$ cat src/rtl/host_mbox.sv
// Bus-side mailbox between a core and a host: a TX FIFO the core fills and the host drains, an RX FIFO the reverse.
// Optional interrupt output and CTRL register are built when HOST_MBOX_IRQ_EN is defined.
module host_mbox_fifo #(
    parameter int unsigned DEPTH = 4
) (
    input  logic        i_clk,
    input  logic        i_rst,
    input  logic        i_push,
    input  logic [31:0] i_push_data,
    input  logic        i_pop,
    output logic [31:0] o_head,
    output logic [7:0]  o_count,
    output logic        o_full,
    output logic        o_empty
);
    localparam int unsigned AW = (DEPTH > 1) ? $clog2(DEPTH) : 1;
    localparam int unsigned CW = AW + 1;

    logic [31:0]   mem [DEPTH];
    logic [AW-1:0] wr_ptr;
    logic [AW-1:0] rd_ptr;
    logic [CW-1:0] count;
    logic          push_ok;
    logic          pop_ok;

    // Full/empty come from registered count, so a same-cycle pop never frees room for a push.
    assign o_full  = (count == CW'(DEPTH));
    assign o_empty = (count == '0);
    assign push_ok = i_push && !o_full;
    assign pop_ok  = i_pop && !o_empty;
    assign o_head  = o_empty ? '0 : mem[rd_ptr];
    assign o_count = 8'(count);

    always_ff @(posedge i_clk or negedge i_rst) begin
        if (!i_rst) begin
            wr_ptr <= '0;
            rd_ptr <= '0;
            count  <= '0;
        end else begin
            if (push_ok) wr_ptr <= wr_ptr + 1'b1;
            if (pop_ok)  rd_ptr <= rd_ptr + 1'b1;
            case ({push_ok, pop_ok})
                2'b10:   count <= count + 1'b1;
                2'b01:   count <= count - 1'b1;
                default: count <= count;
            endcase
        end
    end

    always_ff @(posedge i_clk) begin
        if (push_ok) mem[wr_ptr] <= i_push_data;
    end
endmodule

module host_mbox #(
    parameter int unsigned FIFO_DEPTH = 4
) (
    input  logic        i_clk,
    input  logic        i_rst,
    input  logic        i_cs,
    input  logic        i_wr_en,
    input  logic [3:0]  i_b_en,
    input  logic [31:0] i_wr_data,
    input  logic [31:0] i_addr,
    output logic        o_ack,
    output logic [31:0] o_rd_data,
`ifdef HOST_MBOX_IRQ_EN
    output logic        o_irq,
`endif
    input  logic        i_h_wr_valid,
    output logic        o_h_wr_ready,
    input  logic [31:0] i_h_wr_data,
    output logic        o_h_rd_valid,
    input  logic        i_h_rd_ready,
    output logic [31:0] o_h_rd_data
);
    typedef enum logic [1:0] {S_IDLE, S_WAIT_TX, S_ACK} state_t;

    state_t      state;
    logic [31:0] held_data;
    logic [31:0] masked;
    logic [31:0] rd_val;
    logic [31:0] status;
    logic [1:0]  off;
    logic        accept;
    logic        tx_push, tx_full, tx_empty;
    logic [31:0] tx_push_data;
    logic [7:0]  tx_count;
    logic        rx_pop, rx_full, rx_empty;
    logic [31:0] rx_head;
    logic [7:0]  rx_count;
    logic        unused_addr;
`ifdef HOST_MBOX_IRQ_EN
    logic [1:0]  ctrl;
`endif

    assign unused_addr = ^{i_addr[31:4], i_addr[1:0]};
    assign off    = i_addr[3:2];
    assign accept = (state == S_IDLE) && i_cs;
    assign status = {8'h00, tx_count, rx_count, 4'h0, rx_empty, rx_full, tx_empty, tx_full};

    always_comb begin
        masked = '0;
        for (int unsigned b = 0; b < 4; b++) begin
            if (i_b_en[b]) masked[8*b +: 8] = i_wr_data[8*b +: 8];
        end
    end

    always_comb begin
        rd_val = '0;
        case (off)
            2'd1: rd_val = rx_head;
            2'd2: rd_val = status;
`ifdef HOST_MBOX_IRQ_EN
            2'd3: rd_val = {30'b0, ctrl};
`endif
            default: rd_val = '0;
        endcase
    end

    // A stalled write pushes its held word the first cycle TX shows room.
    assign tx_push = (accept && i_wr_en && off == 2'd0 && !tx_full) ||
                     (state == S_WAIT_TX && !tx_full);
    assign tx_push_data = (state == S_WAIT_TX) ? held_data : masked;
    assign rx_pop = accept && !i_wr_en && off == 2'd1;

    host_mbox_fifo #(.DEPTH(FIFO_DEPTH)) u_tx (
        .i_clk(i_clk), .i_rst(i_rst),
        .i_push(tx_push), .i_push_data(tx_push_data),
        .i_pop(i_h_rd_ready), .o_head(o_h_rd_data),
        .o_count(tx_count), .o_full(tx_full), .o_empty(tx_empty)
    );

    host_mbox_fifo #(.DEPTH(FIFO_DEPTH)) u_rx (
        .i_clk(i_clk), .i_rst(i_rst),
        .i_push(i_h_wr_valid), .i_push_data(i_h_wr_data),
        .i_pop(rx_pop), .o_head(rx_head),
        .o_count(rx_count), .o_full(rx_full), .o_empty(rx_empty)
    );

    assign o_h_wr_ready = !rx_full;
    assign o_h_rd_valid = !tx_empty;

    always_ff @(posedge i_clk or negedge i_rst) begin
        if (!i_rst) begin
            state     <= S_IDLE;
            held_data <= '0;
            o_ack     <= 1'b0;
            o_rd_data <= '0;
`ifdef HOST_MBOX_IRQ_EN
            ctrl      <= '0;
`endif
        end else begin
            o_ack     <= 1'b0;
            o_rd_data <= '0;
            case (state)
                S_IDLE: begin
                    if (i_cs) begin
                        if (i_wr_en && off == 2'd0 && tx_full) begin
                            held_data <= masked;
                            state     <= S_WAIT_TX;
                        end else begin
                            state <= S_ACK;
                            o_ack <= 1'b1;
                            if (!i_wr_en) o_rd_data <= rd_val;
                        end
`ifdef HOST_MBOX_IRQ_EN
                        if (i_wr_en && off == 2'd3) ctrl <= i_wr_data[1:0];
`endif
                    end
                end
                S_WAIT_TX: begin
                    if (!tx_full) begin
                        state <= S_ACK;
                        o_ack <= 1'b1;
                    end
                end
                S_ACK:   state <= S_IDLE;
                default: state <= S_IDLE;
            endcase
        end
    end

`ifdef HOST_MBOX_IRQ_EN
    always_ff @(posedge i_clk or negedge i_rst) begin
        if (!i_rst) o_irq <= 1'b0;
        else        o_irq <= (ctrl[0] && !rx_empty) || (ctrl[1] && tx_empty);
    end
`endif
endmodule

$ cat config.mk
export PLATFORM = sky130hd
export DESIGN_NAME = host_mbox
export DESIGN_NICKNAME = d
export VERILOG_FILES = /design/src/rtl/host_mbox.sv
export SDC_FILE = /design/constraint.sdc
export NUM_CORES = 1
export LEC_CHECK = 0
export ABC_AREA = 1
export BUFFER_PORTS_ARGS = -buffer_cell sky130_fd_sc_hd__buf_2
export CAP_MARGIN = 20
export CORE_AREA = 5 5 161 240
export DETAILED_ROUTE_END_ITERATION = 12
export DIE_AREA = 0 0 166 245
export GPL_ROUTABILITY_DRIVEN = 1
export SYNTH_ARGS = -nofsm -noshare
export SYNTH_HDL_FRONTEND = slang
export SYNTH_SLANG_ARGS = --single-unit
$ cat constraint.sdc
create_clock -name i_clk -period 3.65 [get_ports i_clk]
set_clock_uncertainty 0.15 [all_clocks]
set_input_delay 0.73 -clock i_clk [delete_from_list [all_inputs] [get_ports i_clk]]
set_output_delay 0.73 -clock i_clk [all_outputs]
set_load 0.05 [all_outputs]
==> results of run 1 <==
## logic make-up after synthesis
group	Yosys count	synth area share [%]
xor gates and xnor gates	7	0.431
buffers and inverters	189	6.29
DFF	337	68.3
AOI/OAI and AO/OA	138	4.88
adders and majority gates	15	1.42
and+or+nand+nor	649	18.7
## power by group through the flow
| stage | sequential (mW) | combinational, mW | clock, mW |
|---|---|---|---|
| 2_1_floorplan | 4.94 | 3.39 | 0 |
| 6_report | 4.85 | 4.55 | 3.14 |
| 4_1_cts | 4.85 | 4.64 | 3.22 |
| 3_5_place_dp | 4.93 | 4.62 | 0 |
| 5_1_grt | 4.90 | 5.04 | 3.40 |
| 3_3_place_gp | 4.92 | 4.56 | 0 |
## path summary, 6_finish.rpt
check | start | to | slack, ns | cells past startpoint
setup / recovery | u_tx.count[2] | o_h_rd_data[17] | 0.49 | 6
setup reg to reg | u_rx.count[1] | u_rx.count[2] | 1.30 | 9
hold reg to reg | held_data[20] | held_data[20] | 0.32 | 2
hold / removal | i_rst | o_rd_data[10] | 0.07 | 1
max in group asynchronous | i_rst | o_rd_data[26] | 2.60 | 2
min in group i_clk | i_h_wr_data[4] | u_rx.mem[2][4] | 0.24 | 1
## per-layer routing
metal / vias to the layer above / track usage [%]
li1: 4605 / -
met1: 4389 / 17.7
met2: 201 / 29.2
met3: 50 / 3.59
met4: 6 / 3.79
met5: - / 0
## synthesized netlist by cell type (5+ instances only)
cell type  number
xor2_1          5
nand3_1        38
nand2_1       404
buf_2          27
inv_1         116
a21oi_1        37
buf_4          12
o21ai_0        77
buf_1           5
dfrtp_1        81
o21ai_1        23
ha_1           13
nor2_1        165
clkbuf_1        8
inv_2           5
edfxtp_1      256
buf_6          14
nand3b_1       32
## stage by stage
stage | instances | instance area (um2)
4_1_cts | 1975 | 16400
5_1_grt | 1975 | 16400
3_5_place_dp | 1918 | 15400
2_1_floorplan | 1335 | 14200
3_3_place_gp | 1918 | 15400
6_report | 1979 | 16400
## area by class of cell
class	count	area share (%)
sequential	337	59.1
clock inverter	16	0.830
inverter	121	2.76
multi-input combinational	809	22.4
tap	484	3.69
clock buffer	41	5.19
timing repair buffer	167	5.89
antenna	4	0.0609
## registers in the layout, summed over array words and instances (netlist names)
register and flops:
u_rx.mem 128, u_rx.count 3, state 2, u_rx.wr_ptr 2, u_rx.rd_ptr 2, u_tx.rd_ptr 2, u_tx.count 3, o_ack 1
held_data 32, u_tx.mem 128, u_tx.wr_ptr 2, o_rd_data 32
## cells in the final DEF, fill, tap and decap left out, drive strengths merged, types with 4 or more instances in the layout
cell	instances
inv	122
dfrtp	81
buf	167
nor2	169
nand2	407
edfxtp	256
diode	4
xor2	5
a21oi	37
nand3b	32
clkinv	11
clkbuf	41
ha	13
nand3	39
o21ai	101
==> results.toml, run 1 <==
[synth]
synthArstFlopShare_pct = 24.0
syn-instance-count = 1335
synthDistinctLibCells = 30
synth.net_count = 1456
netlist_area_um2 = 14200
synth-edff-count = 256
ys_seq_area_share_pct = 68.3
synth_area_per_cell_um2 = 10.7
synthTopCellsByArea = "edfxtp_1 (54%), dfrtp_1 (14%), nand2_1 (11%)"
synth_top_area_share_pct = 54.0
synth_warnings = 0
synth_ff_type = "edfxtp_1"
ys_ff_latch = 337
yosysTopAreaCell = "edfxtp_1"

[routing]
drt_iter0_drc = 502
wl_met1_um = 12200
wl_per_cell_um = 16.2
dr_wl_met2_um = 17200
drt-vias-per-instance = 4.67
drc_errors = 0
vias = 9251
dr.pass1.iters = 4
met3_length_um = 1920
routed_wl_um = 32000
postRouteAntennaNets = 0
topRoutingLayerUsed = "met5"

[timing]
rsz0062_at_grt = "no"
worstMarginPinSlew_ns = 0.842
drv_slew = 0
hold_slack_ns = 0.0651
tns_ns = 0
fin_ws_ns = 0.491
finalCritPeriodShare_pct = 86.5
fmax_mhz = 317
slew_headroom_pct = 43.8
hold_violations = 0
setup_violations = 0
layout_min_cycle_time_ns = 3.16

[setup_path]
end_kind = "output pin"
critPathTopFamily = "buffers and inverters"
start_kind = "register"
crit_arrival_ns = 2.28
cpMaxStageDelayCell = "dfrtp_1"
path_max_fanout = 22
crit_chain = "inv_1 -> nand3_1 -> inv_1 -> buf_12 -> a21oi_1 -> buf_2"
critPathRequiredTime_ns = 2.77
crit_type = "register to output pin"
worst_path_most_repeated_cell = "inv_1"
max_stage_delay_ns = 0.41
critical_path_buf_inv_count = 4

[die]
pin_count = 173
die_w_um = 166
core_um2 = 36500
rows = 86
start_util_pct = 39.0
die-area_um2 = 40700
die_h_um = 245

[place]
place_ws_ns = 0.772
port_buffers = 142
dp_hpwl_um = 19600
gp_congestion = 0.734

[clocking]
path_clk_slew_ns = 0.06
cts_buffers = 31
cts_setup_buffers = 0
postCtsResizedCells = 0
cts_tree = "built"
clockRootBuffer = "clkbuf_16"
worstSkewPairLatency_ns = 0.56
clockBufferDepth = 3
cts-htree-levels = 1
hold_buffers = 0
cts_num_sinks = 337

[pwr]
combPwrFrac_pct = 36.3
pwr-share-seq_pct = 38.7
power_density_nw_per_um2 = 763
peakVddDrop_uv = 655
p_sw_mw = 4.90
p_clk_share_pct = 25.0
p_leak_nw = 7.17
power_mw = 12.5
switching_share_pct = 39.1
power.internal_mw = 7.64

[layout]
num-fill-cells = 3336
regArea_um2 = 9720
nets = 1588
post-route-util_pct = 45.0
syn2layout_area_growth_pct = 15.5
multi_input_area_um2 = 3690
drive_gt1_share_pct = 16.0

[global_route]
grt-ovfl-total = 0
grt_max_degree = 67
track_usage_pct = 15.5
antenna_found_initial = 7
grt_pass1_wl_um = 50300
grt_pass1_vias = 9150

[status]
outcome = "completed"

[min_path]
hp-class = "input port to async pin"

[job]
cap_violations = 0
No activity file was read; power rests on OpenSTA's default activity.
==> inputs of run 2 (changes only) <==
ABC_AREA = not set   (was 1)
CORE_AREA = 5 5 155 231   (was 5 5 161 240)
DIE_AREA = 0 0 160 236   (was 0 0 166 245)
==> run 2 against run 1 <==
  * Area after synthesis shrank 6.9%
  * Sequential power grew 3%
  * Global-route usage shrank 0.29 points
  * Sequential cell count is the same
  * Clock-buffer cell count grew 6
  * Register-to-register slack lost 0.16 ns
  * Total power shrank 4.8%
==> results.toml, run 2 <==
[timing]
worstMarginPinSlew_ns = 0.887
rsz0062_at_grt = "no"
layout_min_cycle_time_ns = 3.26
slew_headroom_pct = 40.9
fmax_mhz = 307
finalCritPeriodShare_pct = 89.3
hold_violations = 0
tns_ns = 0
drv_slew = 0
fin_ws_ns = 0.392
setup_violations = 0

[layout]
syn2layout_area_growth_pct = 18.6
nets = 1037
final_cell_mix = "edfxtp_1 (256), buf_2 (141), dfrtp_1 (79)"
post-route-util_pct = 47.1
final_common_cell = "edfxtp_1"
reg_top3 = "u_rx.mem (128), u_tx.mem (128)"
drive_gt1_share_pct = 31.4
num-fill-cells = 2843

[synth]
synthDistinctLibCells = 33
netlist_area_um2 = 13300
synth.net_count = 880
ys_ff_latch = 337
synth_ff_type = "edfxtp_1"
synth_area_per_cell_um2 = 17.5
synth-edff-count = 256
yosysTopAreaCell = "edfxtp_1"
synthArstFlopShare_pct = 24.0
synthTopCellsByArea = "edfxtp_1 (58%), dfrtp_1 (15%), mux4_2 (11%)"
synth_warnings = 0
synth_top_area_share_pct = 58.0
syn-instance-count = 759
yosysMostFrequentCell = "edfxtp_1"
synth_common_cells = "edfxtp_1 (256), dfrtp_1 (81), nand2_1 (66)"
ys_seq_area_share_pct = 73.3

[clocking]
path_clk_slew_ns = 0.06
cts_tree = "built"
cts-htree-levels = 2
clockBufferDepth = 3
worstSkewPairLatency_ns = 0.52
cts_setup_buffers = 0
cts_num_sinks = 337
clockRootBuffer = "clkbuf_16"
cts_buffers = 34
postCtsResizedCells = 0
hold_buffers = 0

[die]
start_util_pct = 39.7
core_um2 = 33300
rows = 82
die_h_um = 236
die-area_um2 = 37800
die_w_um = 160
pin_count = 173

[routing]
routed_wl_um = 28100
drt_iter0_drc = 372
wl_per_cell_um = 20.6
drt-vias-per-instance = 5.14
dr.pass1.iters = 4
drc_errors = 0
vias = 7011
postRouteAntennaNets = 0

[global_route]
grt_pass1_vias = 7538
track_usage_pct = 15.2
grt_max_degree = 50
antenna_found_initial = 1
grt-ovfl-total = 0
grt_pass1_wl_um = 44200

[setup_path]
rr_startpoint = "u_tx.count[0]"
critPathTopFamily = "flip-flops"
start_kind = "register"
end_kind = "output pin"
reg2regPathDepth = 10
critical_path_buf_inv_count = 2
crit_type = "register to output pin"
critPathRequiredTime_ns = 2.77
max_stage_delay_ns = 0.60
regToRegSetupSlack_ns = 1.14
crit_chain = "buf_4 -> mux4_2 -> and2_1 -> buf_2"
cpMaxStageDelayCell = "dfrtp_2"
r2r-end = "u_tx.count[2]"
path_max_fanout = 10
crit_arrival_ns = 2.38

[status]
outcome = "completed"

[place]
dp_hpwl_um = 18000
place_ws_ns = 0.562
gp_congestion = 0.712
port_buffers = 142

[pwr]
power_density_nw_per_um2 = 760
peakVddDrop_uv = 402
p_leak_nw = 5.84

[min_path]
hp-class = "input port to async pin"

[job]
cap_violations = 0
run 2: layout make-up:
type	instances	area [um2]	share of cell area, %
clock inverters	15	154	0.979
diodes	1	2.50	0.0159
well taps	420	526	3.34
multi-input cells	355	3270	20.8
clock buffers	47	993	6.32
flip-flops and latches	337	9720	61.8
repair buffers	170	986	6.27
inverters	18	67.6	0.430
run 2: worst max path at each step:
| stage | cells after the start | start | endpoint | slack [ns] |
|---|---|---|---|---|
| after CTS | 4 | u_tx.rd_ptr[0] | o_h_rd_data[5] | 0.30 |
| after global placement | 12 | i_addr[2] | u_tx.count[2] | 0.64 |
| final | 4 | u_tx.rd_ptr[0] | o_h_rd_data[5] | 0.39 |
| after detailed placement | 10 | i_addr[2] | u_tx.count[1] | 0.56 |
| after global routing | 4 | u_tx.rd_ptr[0] | o_h_rd_data[5] | 0.25 |
| after floorplan | 5 | i_addr[2] | u_tx.mem[0][0] | 0.75 |
run 2: power breakdown:
part	internal, mW	switching, mW	leakage [nW]
sequential	4.67	0.308	3.43
clock	2.12	1.40	0.548
combinational	1.31	2.13	1.86
run 2: cells by family after synthesis:
group	Yosys count	share of synthesized area, %
flip-flops	337	73.3
AND/OR/NAND/NOR	151	5.90
AO/OA/AOI/OAI	110	5.16
buffers and inverters	67	2.20
multiplexers	67	11.1
adder cells (fa/ha/maj)	15	1.53
XOR/XNOR	12	0.793
run 2: metrics by stage:
step | std cells | cell area, um2 | hold WS [ns] | power (mW)
after floorplan | 759 | 13300 | 0.284 | 7.60
after global placement | 1300 | 14600 | 0.336 | 8.55
after detailed placement | 1300 | 14600 | 0.349 | 8.61
after CTS | 1362 | 15700 | 0.115 | 12.2
after global routing | 1362 | 15700 | 0.143 | 12.5
final | 1363 | 15700 | 0.0952 | 11.9
run 2: per-layer routing:
| layer | global-route usage (%) | vias up | part of all wire [%] |
|---|---|---|---|
| met3 | 2.99 | 49 | 5.6 |
| met2 | 27.8 | 196 | 55 |
| li1 | - | 3221 | - |
| met1 | 17.9 | 3543 | 37 |
| met5 | 0 | - | 0.071 |
| met4 | 4.85 | 2 | 2.2 |
run 2: worst register-to-register path: stages (launching register included):
cell and delay (ns):
dfrtp_1 0.48, nor3_1 0.13, inv_1 0.07, buf_4 0.29, and2_1 0.26, ha_1 0.21, inv_1 0.06, fa_1 0.37
xor2_1 0.15, nor2_1 0.12, xor2_1 0.15
==> inputs of run 3 (changes only) <==
MAX_ROUTING_LAYER = met4   (was not set)
clock period = 2.9 ns   (was 3.65 ns; I/O delays follow)
==> run 3 against run 2 <==
  * Critical path depth unchanged
  * First-iteration DRC count decreased by 13%
  * Clock power increased by 12%
  * Sequential cell count unchanged
  * Register-to-register slack got worse by 0.66 ns
==> results.toml, run 3 (same netlist as run 2, synthesis figures left out) <==
[clocking]
cts_buffers = 31
clockBufferDepth = 3
path_clk_slew_ns = 0.07
worstSkewPairLatency_ns = 0.56
clockRootBuffer = "clkbuf_16"
cts_num_sinks = 337
cts-htree-levels = 1
cts_tree = "built"

[layout]
nets = 1037
regArea_um2 = 9720
syn2layout_area_growth_pct = 19.3
multi_input_area_um2 = 3280
final_common_cell = "edfxtp_1"
drive_gt1_share_pct = 31.3
final_cell_mix = "edfxtp_1 (256), buf_2 (124), dfrtp_1 (79)"
reg_top3 = "u_rx.mem (128), u_tx.mem (128)"
num-fill-cells = 2887

[pwr]
power_density_nw_per_um2 = 945
switching_share_pct = 32.1
combPwrFrac_pct = 31.7
p_clk_share_pct = 26.5
p_leak_nw = 5.85
p_sw_mw = 4.80
peakVddDrop_uv = 567
pwr-share-seq_pct = 41.7
power.internal_mw = 10.1
power_mw = 14.9

[setup_path]
path_max_fanout = 8
critPathRequiredTime_ns = 2.17
crit_chain = "buf_12 -> mux4_2 -> and2_4 -> buf_6"
cpMaxStageDelayCell = "mux4_2"
startpoint = "u_tx.rd_ptr[0]"
start_kind = "register"
crit_type = "register to output pin"
crit_arrival_ns = 2.11
max_stage_delay_ns = 0.56
rr_startpoint = "state[1]"
end_kind = "output pin"

[global_route]
grt_pass1_vias = 7561
track_usage_pct = 15.5
grt_pass1_wl_um = 44500
antenna_found_initial = 3
grt_max_degree = 65
grt-ovfl-total = 0

[die]
core_um2 = 33300
pin_count = 173
die-area_um2 = 37800
die_w_um = 160
start_util_pct = 39.7
rows = 82
die_h_um = 236

[routing]
dr.pass1.iters = 4
postRouteAntennaNets = 0
drt_iter0_drc = 323
drt-vias-per-instance = 5.13
wl_per_cell_um = 20.9
vias = 7004
routed_wl_um = 28500
drc_errors = 0

[timing]
hold_violations = 0
tns_ns = 0
slew_headroom_pct = 58.9
drv_slew = 0
setup_violations = 0
fin_ws_ns = 0.0559
finalCritPeriodShare_pct = 98.1
layout_min_cycle_time_ns = 2.84
fmax_mhz = 352
worstMarginPinSlew_ns = 0.611
rsz0062_at_grt = "yes"

[place]
place_ws_ns = 0.239
dp_hpwl_um = 18100
port_buffers = 142
gp_congestion = 0.696

[min_path]
hp-class = "input port to register"
min_from = "i_h_wr_data[17]"

[status]
outcome = "completed"

[job]
cap_violations = 0
-- run 3: changes by cell type in the layout (fill, tap and decap cells not counted), moves of 3 or more --
cell | previous run | this run
clkbuf_8 | 3 | 6
clkbuf_1 | 7 | 14
clkinvlp_4 | 4 | 0
clkinv_1 | 5 | 1
diode_2 | 1 | 4
and2_4 | 0 | 3
buf_12 | 5 | 15
buf_2 | 141 | 124
and2_1 | 59 | 56
clkbuf_16 | 37 | 31
buf_6 | 0 | 10
-- run 3: path summary, 6_finish.rpt --
path / endpoint / slack [ns] / cells past startpoint
worst max-delay path: o_h_rd_data[2] / 0.06 / 4
worst min-delay path: u_rx.mem[2][17] / 0.08 / 1
worst max register to register: u_rx.count[2] / 0.48 / 8
worst min register to register: held_data[30] / 0.36 / 2
max in group asynchronous: o_rd_data[19] / 1.48 / 3
min in group asynchronous: held_data[30] / 0.44 / 2
-- run 3: area by class of cell --
cell class	count	share of cell area (%)
inverter	18	0.427
tap	420	3.32
timing repair buffer	173	7.69
sequential	337	61.5
clock inverter	6	0.522
antenna	4	0.0633
clock buffer	51	5.76
multi-input combinational	355	20.8
-- run 3: power by group through the flow --
stage          Sequential, mW  Combinational, mW  Clock (mW)
6_report                 6.24               4.75        3.96
5_1_grt                  6.31               5.08        4.30
4_1_cts                  6.24               4.74        4.09
3_5_place_dp             6.36               4.54           0
3_3_place_gp             6.33               4.51           0
2_1_floorplan            6.21               3.36           0
-- run 3: through the flow --
stage	utilization, %	instance area, um2	std cells	hold slack (ns)
2_1_floorplan	-	13300	759	0.134
3_3_place_gp	43.9	14700	1300	0.339
3_5_place_dp	43.9	14700	1300	0.347
4_1_cts	47.2	15700	1360	0.0449
5_1_grt	47.4	15800	1363	0.0591
6_report	47.4	15800	1364	0.0845
-- run 3: what timing repair did --
| action | in CTS | in global routing |
|---|---|---|
| hold endpoints to repair | 35 | 0 |
| buffers inserted | 2 | 0 |
| endpoints found under the setup margin | 31 | 22 |
| hold buffers | 1 | 0 |
| gates resized for setup | 19 | 28 |
-- run 3: routing by layer --
metal  part of all wire (%)  wire length (um)  global-route usage (%)
met1                     38             10700                    18.1
met2                     56             15900                    28.2
met3                    4.5              1280                    2.24
met4                    2.2               616                    4.15
met5                      0                 0                       -
-- run 3: critical path, delay by kind of cell, from the launching register on --
kind | cells | cell delay [ns]
buf+inv | 2 | 0.30
flops | 1 | 0.51
mux | 1 | 0.56
simple gates | 1 | 0.19
